<file path="src/rtl/button_event_gen.sv">
// Turns a debounced switch level into single-cycle press, release, long-press and
// auto-repeat events, plus an 8-bit wrapping press counter for debug display.
module button_event_gen #(
    parameter int LONG_CYCLES   = 12_500_000,
    parameter int REPEAT_CYCLES = 2_500_000
) (
    input  logic       i_Clk,
    input  logic       i_Rst_L,
    input  logic       i_Switch,
    input  logic       i_Clear,
    output logic       o_Press,
    output logic       o_Release,
    output logic       o_Long,
    output logic       o_Repeat,
    output logic       o_Held,
    output logic [7:0] o_Press_Count,
    output logic [1:0] o_State
);

    localparam int MAX_CYCLES = (LONG_CYCLES > REPEAT_CYCLES) ? LONG_CYCLES : REPEAT_CYCLES;
    localparam int CW = (MAX_CYCLES > 1) ? $clog2(MAX_CYCLES) : 1;
    localparam logic [CW-1:0] LONG_LAST   = CW'(LONG_CYCLES - 1);
    localparam logic [CW-1:0] REPEAT_LAST = CW'(REPEAT_CYCLES - 1);

    typedef enum logic [1:0] {
        ST_IDLE   = 2'd0,
        ST_HELD   = 2'd1,
        ST_REPEAT = 2'd2
    } state_t;

    state_t        state_q, state_d;
    logic [CW-1:0] cnt_q, cnt_d;
    logic          prev_q;
    logic          press_q, press_d;
    logic          release_q, release_d;
    logic          long_q, long_d;
    logic          repeat_q, repeat_d;
    logic [7:0]    count_q, count_d;

    always_ff @(posedge i_Clk or negedge i_Rst_L) begin
        if (!i_Rst_L) begin
            state_q   <= ST_IDLE;
            cnt_q     <= '0;
            prev_q    <= 1'b0;
            press_q   <= 1'b0;
            release_q <= 1'b0;
            long_q    <= 1'b0;
            repeat_q  <= 1'b0;
            count_q   <= 8'd0;
        end else begin
            state_q   <= state_d;
            cnt_q     <= cnt_d;
            prev_q    <= i_Switch;
            press_q   <= press_d;
            release_q <= release_d;
            long_q    <= long_d;
            repeat_q  <= repeat_d;
            count_q   <= count_d;
        end
    end

    always_comb begin
        state_d   = state_q;
        cnt_d     = cnt_q;
        press_d   = 1'b0;
        release_d = 1'b0;
        long_d    = 1'b0;
        repeat_d  = 1'b0;
        case (state_q)
            ST_IDLE: begin
                if (i_Switch && !prev_q) begin
                    state_d = ST_HELD;
                    cnt_d   = '0;
                    press_d = 1'b1;
                end
            end
            ST_HELD: begin
                // Release wins over a threshold hit on the same edge.
                if (!i_Switch) begin
                    state_d   = ST_IDLE;
                    cnt_d     = '0;
                    release_d = 1'b1;
                end else if (cnt_q == LONG_LAST) begin
                    state_d = ST_REPEAT;
                    cnt_d   = '0;
                    long_d  = 1'b1;
                end else begin
                    cnt_d = cnt_q + CW'(1);
                end
            end
            ST_REPEAT: begin
                if (!i_Switch) begin
                    state_d   = ST_IDLE;
                    cnt_d     = '0;
                    release_d = 1'b1;
                end else if (cnt_q == REPEAT_LAST) begin
                    cnt_d    = '0;
                    repeat_d = 1'b1;
                end else begin
                    cnt_d = cnt_q + CW'(1);
                end
            end
            default: begin
                state_d = ST_IDLE;
                cnt_d   = '0;
            end
        endcase
    end

    // A press coinciding with a clear leaves the count at 1, not 0.
    always_comb begin
        count_d = count_q;
        if (i_Clear) begin
            count_d = {7'd0, press_d};
        end else if (press_d) begin
            count_d = count_q + 8'd1;
        end
    end

    assign o_Press       = press_q;
    assign o_Release     = release_q;
    assign o_Long        = long_q;
    assign o_Repeat      = repeat_q;
    assign o_Held        = (state_q != ST_IDLE);
    assign o_Press_Count = count_q;
    assign o_State       = state_q;

endmodule

</file>
<file path="config.mk">
export PLATFORM = sky130hd
export DESIGN_NAME = button_event_gen
export DESIGN_NICKNAME = d
export VERILOG_FILES = /design/src/rtl/button_event_gen.sv
export SDC_FILE = /design/constraint.sdc
export NUM_CORES = 1
export LEC_CHECK = 0
export ABC_CLOCK_PERIOD_IN_PS = 2140
export BUFFER_PORTS_ARGS = -buffer_cell sky130_fd_sc_hd__buf_2
export CAP_MARGIN = 20
export CORE_ASPECT_RATIO = 1.4
export CORE_UTILIZATION = 59
export DETAILED_ROUTE_END_ITERATION = 10
export GPL_TIMING_DRIVEN = 0
export HOLD_SLACK_MARGIN = 0.12
export PLACE_DENSITY = 0.79
export SETUP_SLACK_MARGIN = 0.3
export SLEW_MARGIN = 5
export SYNTH_ARGS = -nofsm -noshare
export SYNTH_HDL_FRONTEND = slang
export SYNTH_SLANG_ARGS = --single-unit
</file>
<file path="constraint.sdc">
create_clock -name i_Clk -period 2.14 [get_ports i_Clk]
set_input_delay 0.107 -clock i_Clk [delete_from_list [all_inputs] [get_ports i_Clk]]
set_output_delay 0.107 -clock i_Clk [all_outputs]
set_load 0.03 [all_outputs]
</file>
==> results of run 1 <==
==> layer usage <==
metal / up-vias / part of all wire (%)
met5: - / 0
met4: 0 / 2.7
met3: 12 / 2.7
met2: 36 / 55
met1: 794 / 39
li1: 786 / -
==> logic make-up after synthesis <==
kind of cell / after synthesis
and+or+nand+nor: 101
DFF: 39
xor gates and xnor gates: 28
buffers and inverters: 17
AOI/OAI and AO/OA: 16
adders and majority gates: 5
muxes: 1
==> what timing repair did <==
action	CTS	global route
hold buffers	2	0
setup endpoints to repair	26	28
setup buffers	7	2
gates cloned	2	0
pin swaps	14	11
gates resized for setup	18	21
endpoints found under the hold margin	41	0
==> area by class of cell <==
class                           instances  area (µm²)  area share (%)
Timing Repair Buffer                   30       198.9           7.775
Sequential cell                        39       978.4           38.24
Multi-Input combinational cell        151        1159           45.28
Clock buffer                            8       80.08           3.130
Buffer                                  8       58.81           2.298
Inverter                                9       33.78           1.320
Tap cell                               40       50.05           1.956
==> stage by stage <==
step           hold WS (ns)  utilization [%]  setup slack (ns)  instances
2_1_floorplan       -0.1886                -            0.3164        207
3_3_place_gp         0.2429            66.35            0.1493        264
3_5_place_dp         0.2437            66.35            0.1162        264
4_1_cts              0.1499            72.84            0.2061        283
5_1_grt              0.1947            75.05           0.08841        285
6_report             0.1495            75.05            0.1865        285
==> final timing paths <==
check	from	end	slack (ns)	depth (start not counted)
worst max register to register	cnt_q[0]	cnt_q[21]	0.19	8
min in group asynchronous	i_Rst_L	cnt_q[13]	0.45	2
worst min-delay path	i_Clear	o_Press_Count[1]	0.15	2
worst max-delay path	cnt_q[0]	cnt_q[21]	0.19	8
max in group asynchronous	i_Rst_L	o_State[0]	1.12	2
worst min register to register	o_Press_Count[7]	o_Press_Count[7]	0.54	2
==> sequential cells by signal (all words and copies together) (netlist names) <==
| register | cells |
|---|---|
| o_Long | 1 |
| o_Press_Count | 8 |
| o_Release | 1 |
| o_Repeat | 1 |
| prev_q | 1 |
| o_State | 2 |
| cnt_q | 24 |
| o_Press | 1 |
==> power by group <==
group | internal (mW) | total, mW | switching (mW)
combinational | 0.222 | 0.546 | 0.324
sequential | 0.768 | 0.794 | 0.0254
clock | 0.232 | 0.480 | 0.249
==> layout by cell type, fill, tap and decap left out, drive strengths merged <==
master and count:
o2111ai 1, nand3b 1, a21oi 2, nand2 15
nor2 33, or2 1, and2 2, nand4 8
mux2i 1, dfrtp 39, xnor2 20, ha 5
inv 9, clkbuf 10, nand2b 3, nand3 8
a211oi 2, nor4 8, or3 1, a31oi 2
a22o 1, buf 34, and3 3, o21ai 4
nor3 6, nor2b 1, o2bb2ai 1, a211o 2
and4 5, and3b 1, xor2 8, o311ai 1
nor4b 4, nand4b 1, dlygate4sd3 2
==> results.yml, run 1 <==
run_status:
  status: "finished, final reports clean"
sta:
  min_period_over_period_pct: 91.29
  relSlewSlack_pct: 44.28
  max_freq_ghz: 0.5119
  fin_tns_setup_ns: 0
  finalMaxSlewViolations: 0
  fin_skew_ns: 0.009411
  hold_viol: 0
  rsz0062_at_grt: "yes"
  worstMarginPinSlew_ns: 0.8358
  setup_violations: 0
  final.min_clock_period_ns: 1.954
critical_path:
  crit_buf_inv: 2
  start_kind: "flip-flop"
  critical_path_class: "flip-flop to flip-flop"
  crit_chain: "ha_4 -> nand4_1 -> nor4_4 -> a31oi_4 -> nor3_4 -> buf_6 -> buf_6 -> nor2_2"
  critPathCaptureType: "flip-flop"
  cp_common_cell: "buf_6"
  cpPeakStageDelay_ns: 0.43
  crit_required_ns: 2.32
  path_delay_family: "simple AND/OR/NAND/NOR gates"
  slowest_stage: "nor4_4"
  cp_max_fo: 5
  crit_arrival_ns: 2.13
drt:
  final_antenna_net_count: 0
  first_iter_violations: 62
  vias_per_cell: 5.712
  wire_per_inst_um: 15.70
  vias: 1628
  drc_errors: 0
  totalWireLength_mm: 4.474
  firstDrtPassIters: 4
global_route:
  grt_pass1_wl_mm: 7.169
  busiest_layer: "met2"
  use_met1_pct: 27.03
  met2_usage_pct: 47.82
  grt_overflow: 0
  grt_max_degree: 40
  met3_usage_pct: 5.000
  antenna_found_initial: 0
  grt_pass1_vias: 1698
  grt_usage_pct: 25.61
die:
  dieWidth_um: 52.72
  core_area_mm2: 0.003410
  initial_utilization_pct: 62.31
  dieArea_mm2: 0.003848
  io_pins: 19
  num_rows: 25
  fp.dieH_um: 73
synth:
  synth-compound-area-share_pct: 5.477
  synth_top_family_by_area: "simple AND/OR/NAND/NOR gates"
  synth_fa_ha_area_share_pct: 2.945
  avgSynthCellArea_um2: 10.26
  ys_ff_latch: 39
  ys_warn_count: 0
  syn_area_mm2: 0.002125
  yosys.area_share.xor_xnor_pct: 11.54
  synth_largest_area_cell: "dfrtp_1"
  synth_edf_count: 0
  yosysSeqAreaShare_pct: 45.94
  synthMuxAreaShare_pct: 0.4711
  synth_flop_cell: "dfrtp_1"
  netlist_instances: 207
  synthSimpleGateAreaFrac_pct: 29.39
  synth_cell_type_count: 45
  post-synth-top-area-fraction_pct: 45.94
  async_reset_ff_share_pct: 100.0
  yosys-top-cells-count: "39 x dfrtp_1, 33 x nor2_1, 20 x xnor2_1, 15 x nand2_1, 9 x inv_1"
  syn_nets: 216
  netlist_top_cells_area: "dfrtp_1 46%, xnor2_1 8.2%, nor2_1 5.8%"
  synth.most_common_cell: "dfrtp_1"
finish:
  post-route-cell-area_mm2: 0.002559
  diodes: 0
  nNetsFinal: 253
  filler_cell_count: 237
  drive_gt1_share_pct: 33.47
  syn_to_final_growth_pct: 20.44
power:
  power.total_mw: 1.820
  leakage_nw: 1.087
  ir_drop_uv: 709.0
  p_per_area_mw_per_mm2: 711.3
clock_network:
  cts_tree: "done"
  cts_root_buf: "clkbuf_8"
  clock-sinks: 39
  clockBufferDepth: 2
  path_clk_slew_ns: 0.07
  cts_buffers: 5
  clkLatencyLatePin_ns: 0.29
  h-tree-depth: 2
run:
  max_cap_violations: 0
placement:
  hpwlAfterDp_mm: 2.869
  routabilityCongestion: 0.7548
  numPortBuffers: 17
  dpl_cell_area_mm2: 0.002262
hold_path:
  min_path_type: "input port to flip-flop"
Power figures use the tool's default switching activity.
==> inputs of run 2 (changes only) <==
- ABC_CLOCK_PERIOD_IN_PS: 2140 -> 2200
- clock period: 2.14 -> 2.2 ns (I/O delays scaled with it)
==> results.yml, run 2 (synthesized netlist as in run 1, its figures left out) <==
sta:
  finalMaxSlewViolations: 0
  fin_skew_ns: 0.008789
  fin_tns_setup_ns: 0
  max_freq_ghz: 0.5072
  min_period_over_period_pct: 89.61
  relSlewSlack_pct: 44.18
  hold_viol: 0
  final.min_clock_period_ns: 1.971
  hold-worst-slack_ns: 0.1527
  fin_ws_ns: 0.2285
  rsz0062_at_grt: "yes"
  worstMarginPinSlew_ns: 0.8373
  setup_violations: 0
placement:
  hpwlAfterDp_mm: 2.869
  routabilityCongestion: 0.7548
  pre_cts_ws_ns: 0.1762
  numPortBuffers: 17
die:
  dieWidth_um: 52.72
  num_rows: 25
  dieArea_mm2: 0.003848
  core_area_mm2: 0.003410
  io_pins: 19
  initial_utilization_pct: 62.31
  fp.dieH_um: 73
clock_network:
  clkLatencyLatePin_ns: 0.29
  path_clk_slew_ns: 0.07
  clock-sinks: 39
  cts_root_buf: "clkbuf_8"
  clockBufferDepth: 2
  cts_tree: "done"
  cts_buffers: 5
  h-tree-depth: 2
run:
  max_cap_violations: 0
global_route:
  grt_pass1_vias: 1685
  antenna_found_initial: 0
  grt_max_degree: 40
  grt_overflow: 0
  grt_usage_pct: 25.48
  grt_pass1_wl_mm: 7.134
drt:
  vias: 1618
  drc_errors: 0
  wire_per_inst_um: 15.10
  final_antenna_net_count: 0
  firstDrtPassIters: 4
  first_iter_violations: 46
  totalWireLength_mm: 4.304
  vias_per_cell: 5.677
finish:
  largest-register: "cnt_q"
  diodes: 0
  final_core_util_pct: 74.13
  final_cell_mix: "37 x dfrtp_1, 21 x nor2_1, 20 x xnor2_1, 19 x buf_2, 15 x nand2_1"
  drive_gt1_share_pct: 30.20
  syn_to_final_growth_pct: 18.96
  largest_register_ffs: 24
  final_common_cell: "dfrtp_1"
  nNetsFinal: 253
  filler_cell_count: 247
critical_path:
  start_kind: "flip-flop"
  cp_max_fo: 5
  path_delay_family: "simple AND/OR/NAND/NOR gates"
  slowest_stage: "dfrtp_1"
  crit_chain: "or3_4 -> nor4_4 -> a21oi_2 -> nor3_4 -> buf_6 -> buf_6 -> nor2_1"
  crit_buf_inv: 2
  crit_arrival_ns: 2.15
  critPathCaptureType: "flip-flop"
  cp_common_cell: "buf_6"
  cpPeakStageDelay_ns: 0.40
  critical_path_class: "flip-flop to flip-flop"
  crit_required_ns: 2.38
  r2r_setup_slack_ns: 0.23
power:
  power.total_mw: 1.740
  p_per_area_mw_per_mm2: 688.3
  ir_drop_uv: 676.1
  leakage_nw: 1.088
run_status:
  status: "finished, final reports clean"
hold_path:
  min_path_type: "input port to flip-flop"
==> run 2: cell count changes in the layout (fill, tap and decap cells not counted), moves of 2 or more <==
cell / previous run / this run
nor2_1: 17 / 21
inv_2: 2 / 0
inv_1: 7 / 9
nor2_2: 15 / 12
o21ai_0: 1 / 3
==> run 2: repair_timing <==
| action | 4_1_cts | 5_1_grt |
|---|---|---|
| hold endpoints to repair | 41 | 0 |
| setup endpoints to repair | 23 | 28 |
| setup buffers | 7 | 2 |
| resized for setup | 16 | 10 |
| pin swaps | 14 | 1 |
| hold buffers | 2 | 0 |
| gates cloned | 2 | 0 |
==> run 2: cell type report <==
cell class | count | area [µm²] | area share [%]
Multi-Input combinational cell | 151 | 1127 | 44.60
Sequential cell | 39 | 978.4 | 38.71
Timing Repair Buffer | 30 | 198.9 | 7.871
Clock buffer | 8 | 80.08 | 3.168
Buffer | 8 | 58.81 | 2.327
Tap cell | 40 | 50.05 | 1.980
Inverter | 9 | 33.78 | 1.337
==> run 2: worst paths after layout <==
path | from | end | cells past startpoint
max in group asynchronous | i_Rst_L | o_State[0] | 2
worst max register to register | cnt_q[14] | cnt_q[15] | 7
min in group asynchronous | i_Rst_L | cnt_q[13] | 2
worst max-delay path | cnt_q[14] | cnt_q[15] | 7
worst min-delay path | i_Clear | o_Press_Count[1] | 2
worst min register to register | cnt_q[1] | cnt_q[1] | 2
==> run 2: per-layer routing <==
layer | wire length [µm] | track usage, % | up-vias
met3 | 114 | 5.000 | 6
li1 | - | - | 791
met5 | 0 | 0 | -
met2 | 2372 | 47.68 | 28
met1 | 1750 | 26.76 | 793
met4 | 67 | 10.23 | 0
==> run 2: power by group <==
part           internal [mW]  switching [mW]  total (mW)
Combinational          0.209           0.300       0.509
Clock                  0.225           0.236       0.461
Sequential             0.748          0.0213       0.769
Total                   1.18           0.558        1.74
==> run 2: per-stage QoR <==
stage / cells / cell area (µm²)
3_5_place_dp: 264 / 2262
2_1_floorplan: 207 / 2127
5_1_grt: 285 / 2527
3_3_place_gp: 264 / 2262
4_1_cts: 283 / 2479
6_report: 285 / 2527
==> run 2: worst reg2reg max path: cells and delay by family, from the launching register on <==
family,cells,cell delay (ns)
simple gates,4,1.04
flops,1,0.40
buf+inv,2,0.27
compound gates,1,0.15
